--- src/rtl/pc_gen.sv ---
// Fetch-stage program counter with prioritised next-PC select
// (trap > redirect > stall > return/call prediction > sequential) and a circular return-address stack.
module pc_gen #(
   parameter int              XLEN         = 32,
   parameter logic [XLEN-1:0] RESET_VECTOR = '0,
   parameter int              IALIGN       = 32,
   parameter int              RAS_DEPTH    = 4
) (
   input  logic                           clk,
   input  logic                           rst_n,
   input  logic                           stall,
   input  logic                           redirect_valid,
   input  logic [XLEN-1:0]                redirect_pc,
   input  logic                           trap_valid,
   input  logic [XLEN-1:0]                trap_vector,
   input  logic                           call_push,
   input  logic [XLEN-1:0]                call_target,
   input  logic                           ret_pop,
   output logic [XLEN-1:0]                pc,
   output logic                           misalign_err,
   output logic                           ras_underflow,
   output logic [$clog2(RAS_DEPTH+1)-1:0] ras_count
);

   localparam int              MASK_BITS = $clog2(IALIGN / 8);
   localparam int              PTR_W     = $clog2(RAS_DEPTH);
   localparam int              CNT_W     = $clog2(RAS_DEPTH + 1);
   localparam logic [XLEN-1:0] LOW_MASK  = XLEN'((1 << MASK_BITS) - 1);
   localparam logic [XLEN-1:0] STEP      = XLEN'(4);
   localparam logic [CNT_W-1:0] CNT_FULL = CNT_W'(RAS_DEPTH);

   logic [XLEN-1:0]  pc_q, pc_d;
   logic [PTR_W-1:0] ptr_q, ptr_d;
   logic [CNT_W-1:0] cnt_q, cnt_d;
   logic             misalign_q, misalign_d;
   logic             underflow_q, underflow_d;

   logic [XLEN-1:0]  ras_mem [RAS_DEPTH];
   logic             wr_en;
   logic [PTR_W-1:0] wr_addr;
   logic [XLEN-1:0]  wr_data;

   logic [XLEN-1:0]  pc_inc;
   logic [PTR_W-1:0] top_ptr;
   logic [XLEN-1:0]  top_data;
   logic             ras_empty;

   // ptr_q addresses the next free slot; the top of stack sits one below it (mod depth).
   assign pc_inc    = pc_q + STEP;
   assign top_ptr   = ptr_q - PTR_W'(1);
   assign top_data  = ras_mem[top_ptr];
   assign ras_empty = (cnt_q == '0);

   always_comb begin
      pc_d        = pc_q;
      ptr_d       = ptr_q;
      cnt_d       = cnt_q;
      misalign_d  = 1'b0;
      underflow_d = 1'b0;
      wr_en       = 1'b0;
      wr_addr     = ptr_q;
      wr_data     = pc_inc;

      if (trap_valid) begin
         pc_d  = trap_vector & ~LOW_MASK;
         cnt_d = '0;
         ptr_d = '0;
      end else if (redirect_valid) begin
         pc_d       = redirect_pc & ~LOW_MASK;
         misalign_d = |(redirect_pc & LOW_MASK);
      end else if (stall) begin
         pc_d = pc_q;
      end else if (ret_pop && call_push && !ras_empty) begin
         // Return then call in the same fetch: swap the top entry in place.
         pc_d    = top_data;
         wr_en   = 1'b1;
         wr_addr = top_ptr;
      end else if (ret_pop && !call_push) begin
         if (!ras_empty) begin
            pc_d  = top_data;
            ptr_d = top_ptr;
            cnt_d = cnt_q - CNT_W'(1);
         end else begin
            pc_d        = pc_inc;
            underflow_d = 1'b1;
         end
      end else if (call_push) begin
         // Also covers push+pop on an empty stack, which flags the missed return.
         wr_en       = 1'b1;
         wr_addr     = ptr_q;
         ptr_d       = ptr_q + PTR_W'(1);
         pc_d        = call_target & ~LOW_MASK;
         underflow_d = ret_pop;
         if (cnt_q != CNT_FULL) begin
            cnt_d = cnt_q + CNT_W'(1);
         end
      end else begin
         pc_d = pc_inc;
      end
   end

   always_ff @(posedge clk) begin
      if (!rst_n) begin
         pc_q        <= RESET_VECTOR;
         ptr_q       <= '0;
         cnt_q       <= '0;
         misalign_q  <= 1'b0;
         underflow_q <= 1'b0;
      end else begin
         pc_q        <= pc_d;
         ptr_q       <= ptr_d;
         cnt_q       <= cnt_d;
         misalign_q  <= misalign_d;
         underflow_q <= underflow_d;
      end
   end

   // Stack storage carries no reset; validity is tracked solely by cnt_q.
   always_ff @(posedge clk) begin
      if (rst_n && wr_en) begin
         ras_mem[wr_addr] <= wr_data;
      end
   end

   assign pc            = pc_q;
   assign misalign_err  = misalign_q;
   assign ras_underflow = underflow_q;
   assign ras_count     = cnt_q;

endmodule
--- config.mk ---
export PLATFORM = sky130hd
export DESIGN_NAME = pc_gen
export DESIGN_NICKNAME = d
export VERILOG_FILES = /design/src/rtl/pc_gen.sv
export SDC_FILE = /design/constraint.sdc
export NUM_CORES = 1
export LEC_CHECK = 0
export CAP_MARGIN = 20
export CORE_MARGIN = 5
export CORE_UTILIZATION = 50
export CTS_BUF_LIST = sky130_fd_sc_hd__clkbuf_4 sky130_fd_sc_hd__clkbuf_8
export DETAILED_ROUTE_END_ITERATION = 12
export HOLD_SLACK_MARGIN = 0.05
export PLACE_DENSITY = 0.76
export SLEW_MARGIN = 20
export SYNTH_ARGS = -nofsm -noshare
export SYNTH_HDL_FRONTEND = slang
export SYNTH_SLANG_ARGS = --single-unit
--- constraint.sdc ---
create_clock -name clk -period 6.5 [get_ports clk]
set_clock_uncertainty 0.2 [all_clocks]
set_input_delay 1.95 -clock clk [delete_from_list [all_inputs] [get_ports clk]]
set_output_delay 1.95 -clock clk [all_outputs]
set_load 0.01 [all_outputs]
==> results by group, run 1 <==
Outcome
  • Run status: finished, final reports clean

Hold path
  • Worst Hold Path EP: ras_mem[1][1]
  • Hold WC Path Type: register to register
  • Hold Path Depth: 0

Power and ir drop
  • Power, Total: 2.28 mW
  • Worst vdd ir: 132 uV
  • Leak: 3.26 nW
  • Cell Pwr Density: 228 nW/um^2

Global routing
  • Initial antenna violation count: 0
  • Largest net degree at the start of global routing: 39
  • First-pass GRT wire length: 37,200 um
  • Global Route Usage Sum: 26.9%
  • Vias in the first global route: 6,543
  • Grt ovf: 0

Floorplan
  • Area of the core: 15,800 um^2
  • IO Pins: 140
  • Die area: 18,600 um^2
  • Die span in x: 137 um
  • Row cnt: 46
  • Die height: 137 um
  • Initial Util: 50.8%

Critical path
  • Reg2reg start: pc[10]
  • Crit path max fanout: 15
  • Worst setup SP type: input port
  • Family with the most delay on the worst path: simple AND/OR/NAND/NOR gates
  • Worst EP required: 6690 ps
  • Worst Setup End Kind: register
  • Worst R2R Path Depth: 5
  • Critical path's slowest cell: nor2_1
  • CP bufs+invs: 2
  • FF-to-FF setup slack: 3580 ps
  • Crit path largest cell delay: 770 ps
  • Crit-path cells: clkdlybuf4s50_1 -> buf_4 -> or2_2 -> nor2_1 -> o21ai_0 -> or3_1 -> a31oi_1
  • Terminus of the critical flop-to-flop path: pc[27]
  • Crit path DAT: 5000 ps
  • Setup CP Type: input port to register

CTS
  • Clock buffer count from CTS: 17
  • Cts repair resizes: 0
  • Skew-Pair Late Insertion Delay: 460 ps
  • Postcts setup bufs: 0
  • Number of hold buffers added after cts: 0
  • Clock Path Buffers: 2
  • CTS H-tree lvls: 4
  • Clk slew on worst S/H paths: 80 ps
  • Clock root buffer: clkbuf_8
  • CTS tree: done
  • # clock sinks: 167

Cells and area
  • Most frequent cells in the layout: clkdlybuf4s50_1, edfxtp_1, nand2_1
  • Post-route insts no fill: 1,007
  • Layout cells sized above 1: 12.5%
  • Nets@finish: 883
  • Most common cell after layout, fill and taps aside: clkdlybuf4s50_1
  • Post-Layout Inst Area: 10,000 um^2
  • Area delta synth->final: 25.3%
  • Ant. Diodes: 0

Timing
  • Fin. Hold Viols: 0
  • FMAX: 208 MHz
  • Setup TNS Final: 0 ps
  • Worst-Margin Slew: 978 ps
  • Final worst-path cycle share: 74.1%
  • Min Tclk post-route: 4820 ps
  • Slew Limit Headroom: 34.2%
  • Endpoints failing setup: 0
  • RSZ-0062 raised after global routing: false
  • Post-route setup slack: 1680 ps
  • Final Max Slew Viols: 0

Logic synthesis
  • Netlist cell types: 59
  • Mapped Nets: 756
  • Synthesized flop and latch total: 167
  • Ys Warns: 0
  • Synthesized area: 8010 um^2
  • Commonest register cell after synthesis: edfxtp_1
  • Avg Cell Area, Syn: 12.3 um^2
  • Post-synth EDFFs: 128
  • Synth async-reset ratio: 0%
  • Synth Instances: 651
  • Seq/Total Area, Yosys: 57.8%

Place
  • Routability Congestion: 0.899
  • DP Cell Count: 975
  • Port Buffer Count: 135
  • Dpl cell area: 9600 um^2
  • Final HPWL DP: 16,700 um
  • Place WS: 1300 ps

Routing
  • Via count: 6,429
  • Antenna viol nets, final: 0
  • Pre-antenna DRT Iters: 5
  • Drt via density: 6.38
  • DR iter-0 viols: 688
  • Drc violations: 0
  • Final WL: 24,500 um
  • Wire length per cell: 24.3 um

Run
  • # Max-Cap Violations: 0
-- stage by stage --
step	utilization, %	hold WS, ps
after CTS	63.6	348
after floorplan	-	283
final	63.6	346
after global routing	63.6	368
after global placement	60.9	325
after detailed placement	60.9	336
-- registers in the layout, indices dropped and copies added, names as in the netlist, named ones only --
signal and cells:
misalign_err 1, pc 30, ras_count 3, ras_underflow 1, ptr_q 2, ras_mem 128
-- worst max-delay path by stage --
stage	startpoint	end	slack, ps	cells past startpoint
floorplan	call_push	ras_mem[0][0]	530	5
global placement	redirect_valid	pc[5]	1290	7
detailed placement	redirect_valid	pc[5]	1300	7
CTS	redirect_valid	pc[5]	1780	7
global route	redirect_valid	pc[5]	1590	7
finish	redirect_valid	pc[5]	1680	7
-- logic make-up after synthesis --
family / Yosys count / share of synthesized area [%]
mux: 34 / 9.25
fa+ha+maj: 2 / 0.406
buf+inv: 55 / 2.81
simple gates: 203 / 12.9
xor+xnor: 31 / 3.39
compound gates: 159 / 13.5
flops: 167 / 57.8
-- synth_stat cells (all sizes together) (6+ instances only) --
| cell | instances | share of area (%) |
|---|---|---|
| nor2 | 33 | 1.5 |
| a22oi | 6 | 0.56 |
| xnor2 | 18 | 2.0 |
| mux4 | 32 | 9.0 |
| a211oi | 6 | 0.56 |
| inv | 9 | 0.42 |
| o211ai | 11 | 1.0 |
| nor4 | 7 | 0.55 |
| or3 | 8 | 0.63 |
| a31oi | 10 | 0.78 |
| edfxtp | 128 | 48 |
| a21oi | 31 | 2.0 |
| nand2 | 57 | 2.7 |
| o31ai | 7 | 0.66 |
| dfxtp | 39 | 9.8 |
| clkbuf | 34 | 1.6 |
| o21ai | 36 | 2.3 |
| nand3 | 29 | 1.9 |
| nand4 | 18 | 1.4 |
| nor3 | 14 | 0.88 |
| o221ai | 14 | 1.5 |
| xor2 | 13 | 1.4 |
| and3 | 6 | 0.48 |
| buf | 11 | 0.75 |
| nand2b | 10 | 0.78 |
-- metal layers --
layer | wire (um) | global-route usage [%] | up-vias | part of all wire (%)
li1 | - | - | 2803 | -
met1 | 9330 | 35.9 | 3142 | 38
met2 | 11900 | 42.8 | 428 | 48
met3 | 2460 | 5.29 | 56 | 10
met4 | 835 | 12.2 | 0 | 3.4
met5 | 0 | 0 | - | 0
-- worst register-to-register path: stages, from the launching register on --
cell     delay [ps]
dfxtp_1         510
nand3_1         220
nor4_1          880
nor4b_1         490
xor2_1          390
a22o_1          180
-- where the power goes --
part	internal (mW)	switching [mW]	total (mW)
clock network	0.424	0.378	0.802
registers	1.17	0.0390	1.21
logic	0.133	0.135	0.268
total	1.73	0.553	2.28
-- final cells by class --
class	instances	area [um^2]
Fill cell	1211	5740
Sequential cell	167	4630
Multi-Input combinational cell	429	3190
Timing Repair Buffer	153	1480
Tap cell	216	270
Clock buffer	19	249
Clock inverter	13	179
Inverter	10	37.5
(Power assumes the default switching activity.)
==> inputs of run 2 (changes only) <==
--- a/config.mk
+++ b/config.mk
@@ -11,7 +11,7 @@
 export CTS_BUF_LIST = sky130_fd_sc_hd__clkbuf_4 sky130_fd_sc_hd__clkbuf_8
 export DETAILED_ROUTE_END_ITERATION = 12
 export HOLD_SLACK_MARGIN = 0.05
-export PLACE_DENSITY = 0.76
+export PLACE_DENSITY = 0.79
 export SLEW_MARGIN = 20
 export SYNTH_ARGS = -nofsm -noshare
 export SYNTH_HDL_FRONTEND = slang
==> constraint.sdc (replaced) <==
create_clock -name clk -period 4.25 [get_ports clk]
set_clock_uncertainty 0.2 [all_clocks]
set_input_delay 1.275 -clock clk [delete_from_list [all_inputs] [get_ports clk]]
set_output_delay 1.275 -clock clk [all_outputs]
set_load 0.01 [all_outputs]
==> results by group, run 2 (synthesis results as in run 1) <==
Routing
  • Pre-antenna DRT Iters: 5
  • Drt via density: 6.43
  • DR iter-0 viols: 794
  • Final WL: 24,600 um
  • Via count: 6,552
  • Wire length per cell: 24.1 um
  • Drc violations: 0
  • Antenna viol nets, final: 0

Place
  • Dpl cell area: 9700 um^2
  • Routability Congestion: 0.925
  • Place WS: 258 ps
  • Final HPWL DP: 17,000 um
  • Port Buffer Count: 135

Cells and area
  • Most common cell after layout, fill and taps aside: clkdlybuf4s50_1
  • Top reg by flops: ras_mem
  • Number of fill cells: 1,189
  • Final core occ: 64.0%
  • Post-Layout Inst Area: 10,100 um^2
  • Ant. Diodes: 0
  • Multi-input gate area: 3190 um^2
  • Layout cells sized above 1: 13.9%
  • Nets@finish: 895
  • Area delta synth->final: 26.1%
  • Most frequent cells in the layout: clkdlybuf4s50_1, edfxtp_1, nand2_1
  • Seq. cell area: 4630 um^2
  • Max reg flops: 128

Power and ir drop
  • Cell Pwr Density: 337 nW/um^2
  • Worst vdd ir: 208 uV
  • Power, Total: 3.40 mW
  • Leak: 3.30 nW

CTS
  • Clock root buffer: clkbuf_8
  • Skew-Pair Late Insertion Delay: 460 ps
  • Number of hold buffers added after cts: 0
  • Clock buffer count from CTS: 17
  • Cts repair resizes: 0
  • CTS H-tree lvls: 4
  • Postcts setup bufs: 0
  • CTS tree: done
  • # clock sinks: 167
  • Clk slew on worst S/H paths: 90 ps
  • Clock Path Buffers: 2

Critical path
  • Worst setup SP type: input port
  • Setup CP Type: input port to register
  • FF-to-FF setup slack: 1370 ps
  • Worst R2R Path Depth: 5
  • Worst Setup End Kind: register
  • Reg2reg start: pc[11]
  • Crit path max fanout: 22
  • Terminus of the critical flop-to-flop path: pc[27]
  • Crit path DAT: 3500 ps
  • Worst EP required: 4210 ps

Timing
  • Post-route setup slack: 707 ps
  • Fin. Hold Viols: 0
  • Slew Limit Headroom: 35.2%
  • Min Tclk post-route: 3540 ps
  • Final Max Slew Viols: 0
  • Final hold slack: 323 ps
  • FMAX: 282 MHz
  • Endpoints failing setup: 0
  • RSZ-0062 raised after global routing: false
  • Final worst-path cycle share: 83.4%
  • Worst-Margin Slew: 973 ps

Global routing
  • Global Route Usage Sum: 27.0%
  • Initial antenna violation count: 0
  • First-pass GRT wire length: 37,500 um
  • Grt ovf: 0
  • Vias in the first global route: 6,663
  • Largest net degree at the start of global routing: 38

Floorplan
  • Initial Util: 50.8%
  • IO Pins: 140
  • Die span in x: 137 um
  • Area of the core: 15,800 um^2
  • Die area: 18,600 um^2
  • Row cnt: 46
  • Die height: 137 um

Hold path
  • Worst Hold Path EP: ras_mem[3][0]
  • Hold WC Path Type: register to register
  • Hold Path Depth: 0

Outcome
  • Run status: finished, final reports clean

Run
  • # Max-Cap Violations: 0
==> run 2: cell count changes in the layout (fill, tap and decap cells not counted), sizes merged <==
| cell | change |
|---|---|
| bufinv | -2 |
| clkinvlp | +1 |
| buf | +12 |
| clkbuf | +1 |
==> run 2: worst max-delay path, stage by stage <==
cell and delay (ps):
clkdlybuf4s50_1 630, nor2b_1 330, nand3_1 270, nor2_2 700, buf_12 280
==> run 2: worst max path at each step <==
stage	start	end	slack (ps)
3_3_place_gp	trap_valid	ras_mem[1][22]	300
2_1_floorplan	call_push	ras_mem[0][0]	-1050
5_1_grt	trap_valid	ras_mem[1][27]	610
4_1_cts	trap_valid	ras_mem[1][27]	750
6_report	trap_valid	ras_mem[1][27]	710
3_5_place_dp	trap_valid	ras_mem[1][22]	260
==> run 2: where the power goes <==
| group | switching (mW) | internal [mW] | leakage [nW] |
|---|---|---|---|
| clock | 0.586 | 0.547 | 0.182 |
| sequential | 0.0621 | 1.79 | 1.52 |
| combinational | 0.206 | 0.210 | 1.60 |
==> run 2: layer usage <==
metal	share of wire (%)	GRT usage [%]	vias to the layer above
met4	2.7	10.8	0
met1	37	35.5	3182
met3	13	7.28	62
li1	-	-	2829
met2	48	42.8	479
met5	0	0	-
==> run 2: stage by stage <==
step                      setup TNS (ps)  instances
after global routing                   0       1019
final                                  0       1019
after CTS                              0       1019
after global placement                 0        987
after detailed placement               0        987
after floorplan                   -73700        651
==> run 2: final cells by class <==
| cell class | count | share of cell area, % |
|---|---|---|
| repair buffers | 165 | 15.7 |
| well taps | 216 | 2.68 |
| multi-input cells | 429 | 31.6 |
| inverters | 10 | 0.372 |
| clock inverters | 12 | 1.26 |
| flip-flops and latches | 167 | 45.8 |
| clock buffers | 20 | 2.60 |
==> inputs of run 3 (changes only) <==
--- a/config.mk
+++ b/config.mk
@@ -11,7 +11,7 @@
 export CTS_BUF_LIST = sky130_fd_sc_hd__clkbuf_4 sky130_fd_sc_hd__clkbuf_8
 export DETAILED_ROUTE_END_ITERATION = 12
 export HOLD_SLACK_MARGIN = 0.05
-export PLACE_DENSITY = 0.79
+export PLACE_DENSITY = 0.76
 export SLEW_MARGIN = 20
 export SYNTH_ARGS = -nofsm -noshare
 export SYNTH_HDL_FRONTEND = slang
==> constraint.sdc (replaced) <==
create_clock -name clk -period 3.4 [get_ports clk]
set_clock_uncertainty 0.2 [all_clocks]
set_input_delay 1.02 -clock clk [delete_from_list [all_inputs] [get_ports clk]]
set_output_delay 1.02 -clock clk [all_outputs]
set_load 0.01 [all_outputs]
==> results by group, run 3 (synthesis results as in run 1) <==
Critical path
  • Worst R2R Path Depth: 6
  • Worst Setup End Kind: primary output
  • Critical Path Start: pc[6]
  • Family with the most delay on the worst path: buffers and inverters
  • Crit path largest cell delay: 630 ps
  • Worst setup SP type: register
  • Crit path DAT: 1710 ps
  • Critical path depth in cells: 1
  • Terminus of the critical flop-to-flop path: pc[27]
  • Critical path's slowest cell: clkdlybuf4s50_1
  • Crit-path cells: clkdlybuf4s50_1
  • CP bufs+invs: 1
  • Crit path to: pc[6]
  • FF-to-FF setup slack: 710 ps
  • Crit path max fanout: 11
  • Reg2reg start: pc[10]
  • Setup CP Type: register to primary output
  • Worst EP required: 2180 ps

Timing
  • Worst-Margin Slew: 979 ps
  • Final Max Slew Viols: 0
  • Fin. Hold Viols: 0
  • Final worst-path cycle share: 86.2%
  • Post-route setup slack: 468 ps
  • Setup TNS Final: 0 ps
  • Final hold slack: 347 ps
  • FMAX: 341 MHz
  • Endpoints failing setup: 0
  • RSZ-0062 raised after global routing: false
  • Slew Limit Headroom: 34.6%
  • Min Tclk post-route: 2930 ps

Place
  • Routability Congestion: 0.913
  • Final HPWL DP: 17,500 um
  • Port Buffer Count: 135
  • DP Cell Count: 997
  • Dpl cell area: 9880 um^2
  • Place WS: 178 ps

CTS
  • Number of hold buffers added after cts: 0
  • Clock Path Buffers: 2
  • Postcts setup bufs: 0
  • CTS H-tree lvls: 4
  • Clock buffer count from CTS: 17
  • Clk slew on worst S/H paths: 80 ps
  • Cts repair resizes: 0
  • Skew-Pair Late Insertion Delay: 460 ps
  • # clock sinks: 167
  • Clock root buffer: clkbuf_8
  • CTS tree: done

Floorplan
  • Die span in x: 137 um
  • Initial Util: 50.8%
  • Area of the core: 15,800 um^2
  • Die area: 18,600 um^2
  • Row cnt: 46
  • IO Pins: 140
  • Die height: 137 um

Power and ir drop
  • Comb pwr share: 12.2%
  • Sw Ratio: 24.9%
  • Flop pwr share: 53.7%
  • Clk pwr share: 34.1%
  • Worst vdd ir: 261 uV
  • Int Power: 3.25 mW
  • Cell Pwr Density: 420 nW/um^2
  • Sw Pwr: 1.08 mW
  • Power, Total: 4.32 mW
  • Leak: 3.40 nW

Global routing
  • Global Route Usage Sum: 27.9%
  • Vias in the first global route: 6,809
  • Grt ovf: 0
  • Largest net degree at the start of global routing: 33
  • Initial antenna violation count: 0
  • First-pass GRT wire length: 38,700 um

Routing
  • Drc violations: 1
  • Pre-antenna DRT Iters: 10
  • Drt via density: 6.43
  • Met2 wire len: 12,200 um
  • DRT met1 WL: 9720 um
  • DR iter-0 viols: 884
  • Met3 Routed Length: 2540 um
  • Wire length per cell: 24.7 um
  • Antenna viol nets, final: 0
  • Via count: 6,621
  • Final WL: 25,400 um
  • Highest metal used: met4

Cells and area
  • Top reg by flops: ras_mem
  • Area delta synth->final: 28.5%
  • Nets@finish: 905
  • Number of fill cells: 1,192
  • Post-Layout Inst Area: 10,300 um^2
  • Ant. Diodes: 0
  • Max reg flops: 128
  • Layout cells sized above 1: 15.1%
  • Post-route insts no fill: 1,029
  • Most frequent cells in the layout: clkdlybuf4s50_1, edfxtp_1, nand2_1
  • Final core occ: 65.2%
  • Most common cell after layout, fill and taps aside: clkdlybuf4s50_1

Outcome
  • Failing checks: DRC
  • Run status: complete, but fails checks

Hold path
  • Hold WC Path Type: register to register

Run
  • # Max-Cap Violations: 0
## run 3: layer usage
metal | vias up | track usage [%]
met4 | 0 | 11.5
met2 | 460 | 44.6
li1 | 2859 | -
met3 | 84 | 6.88
met1 | 3218 | 36.5
met5 | - | 1.11
## run 3: power by group through the flow
stage	Combinational, mW	Sequential, mW	Clock [mW]
after floorplan	0.229	2.34	0
after global placement	0.499	2.36	0
after detailed placement	0.515	2.36	0
after CTS	0.519	2.32	1.48
after global routing	0.560	2.33	1.56
final	0.528	2.32	1.47
## run 3: cell type report
cell class | count | area (um^2) | share of cell area [%]
clock buffers | 19 | 249 | 2.42
clock inverters | 13 | 156 | 1.52
inverters | 10 | 37.5 | 0.365
multi-input cells | 429 | 3210 | 31.2
flip-flops and latches | 167 | 4630 | 45.0
well taps | 216 | 270 | 2.63
repair buffers | 175 | 1730 | 16.9
## run 3: worst min path at each step
stage              from       endpoint  cells past startpoint
3_5_place_dp   register  ras_mem[2][1]                      0
3_3_place_gp   register  ras_mem[3][0]                      0
5_1_grt        register  ras_mem[1][0]                      0
2_1_floorplan  register  ras_mem[0][0]                      0
4_1_cts        register  ras_mem[2][1]                      0
6_report       register  ras_mem[2][1]                      0
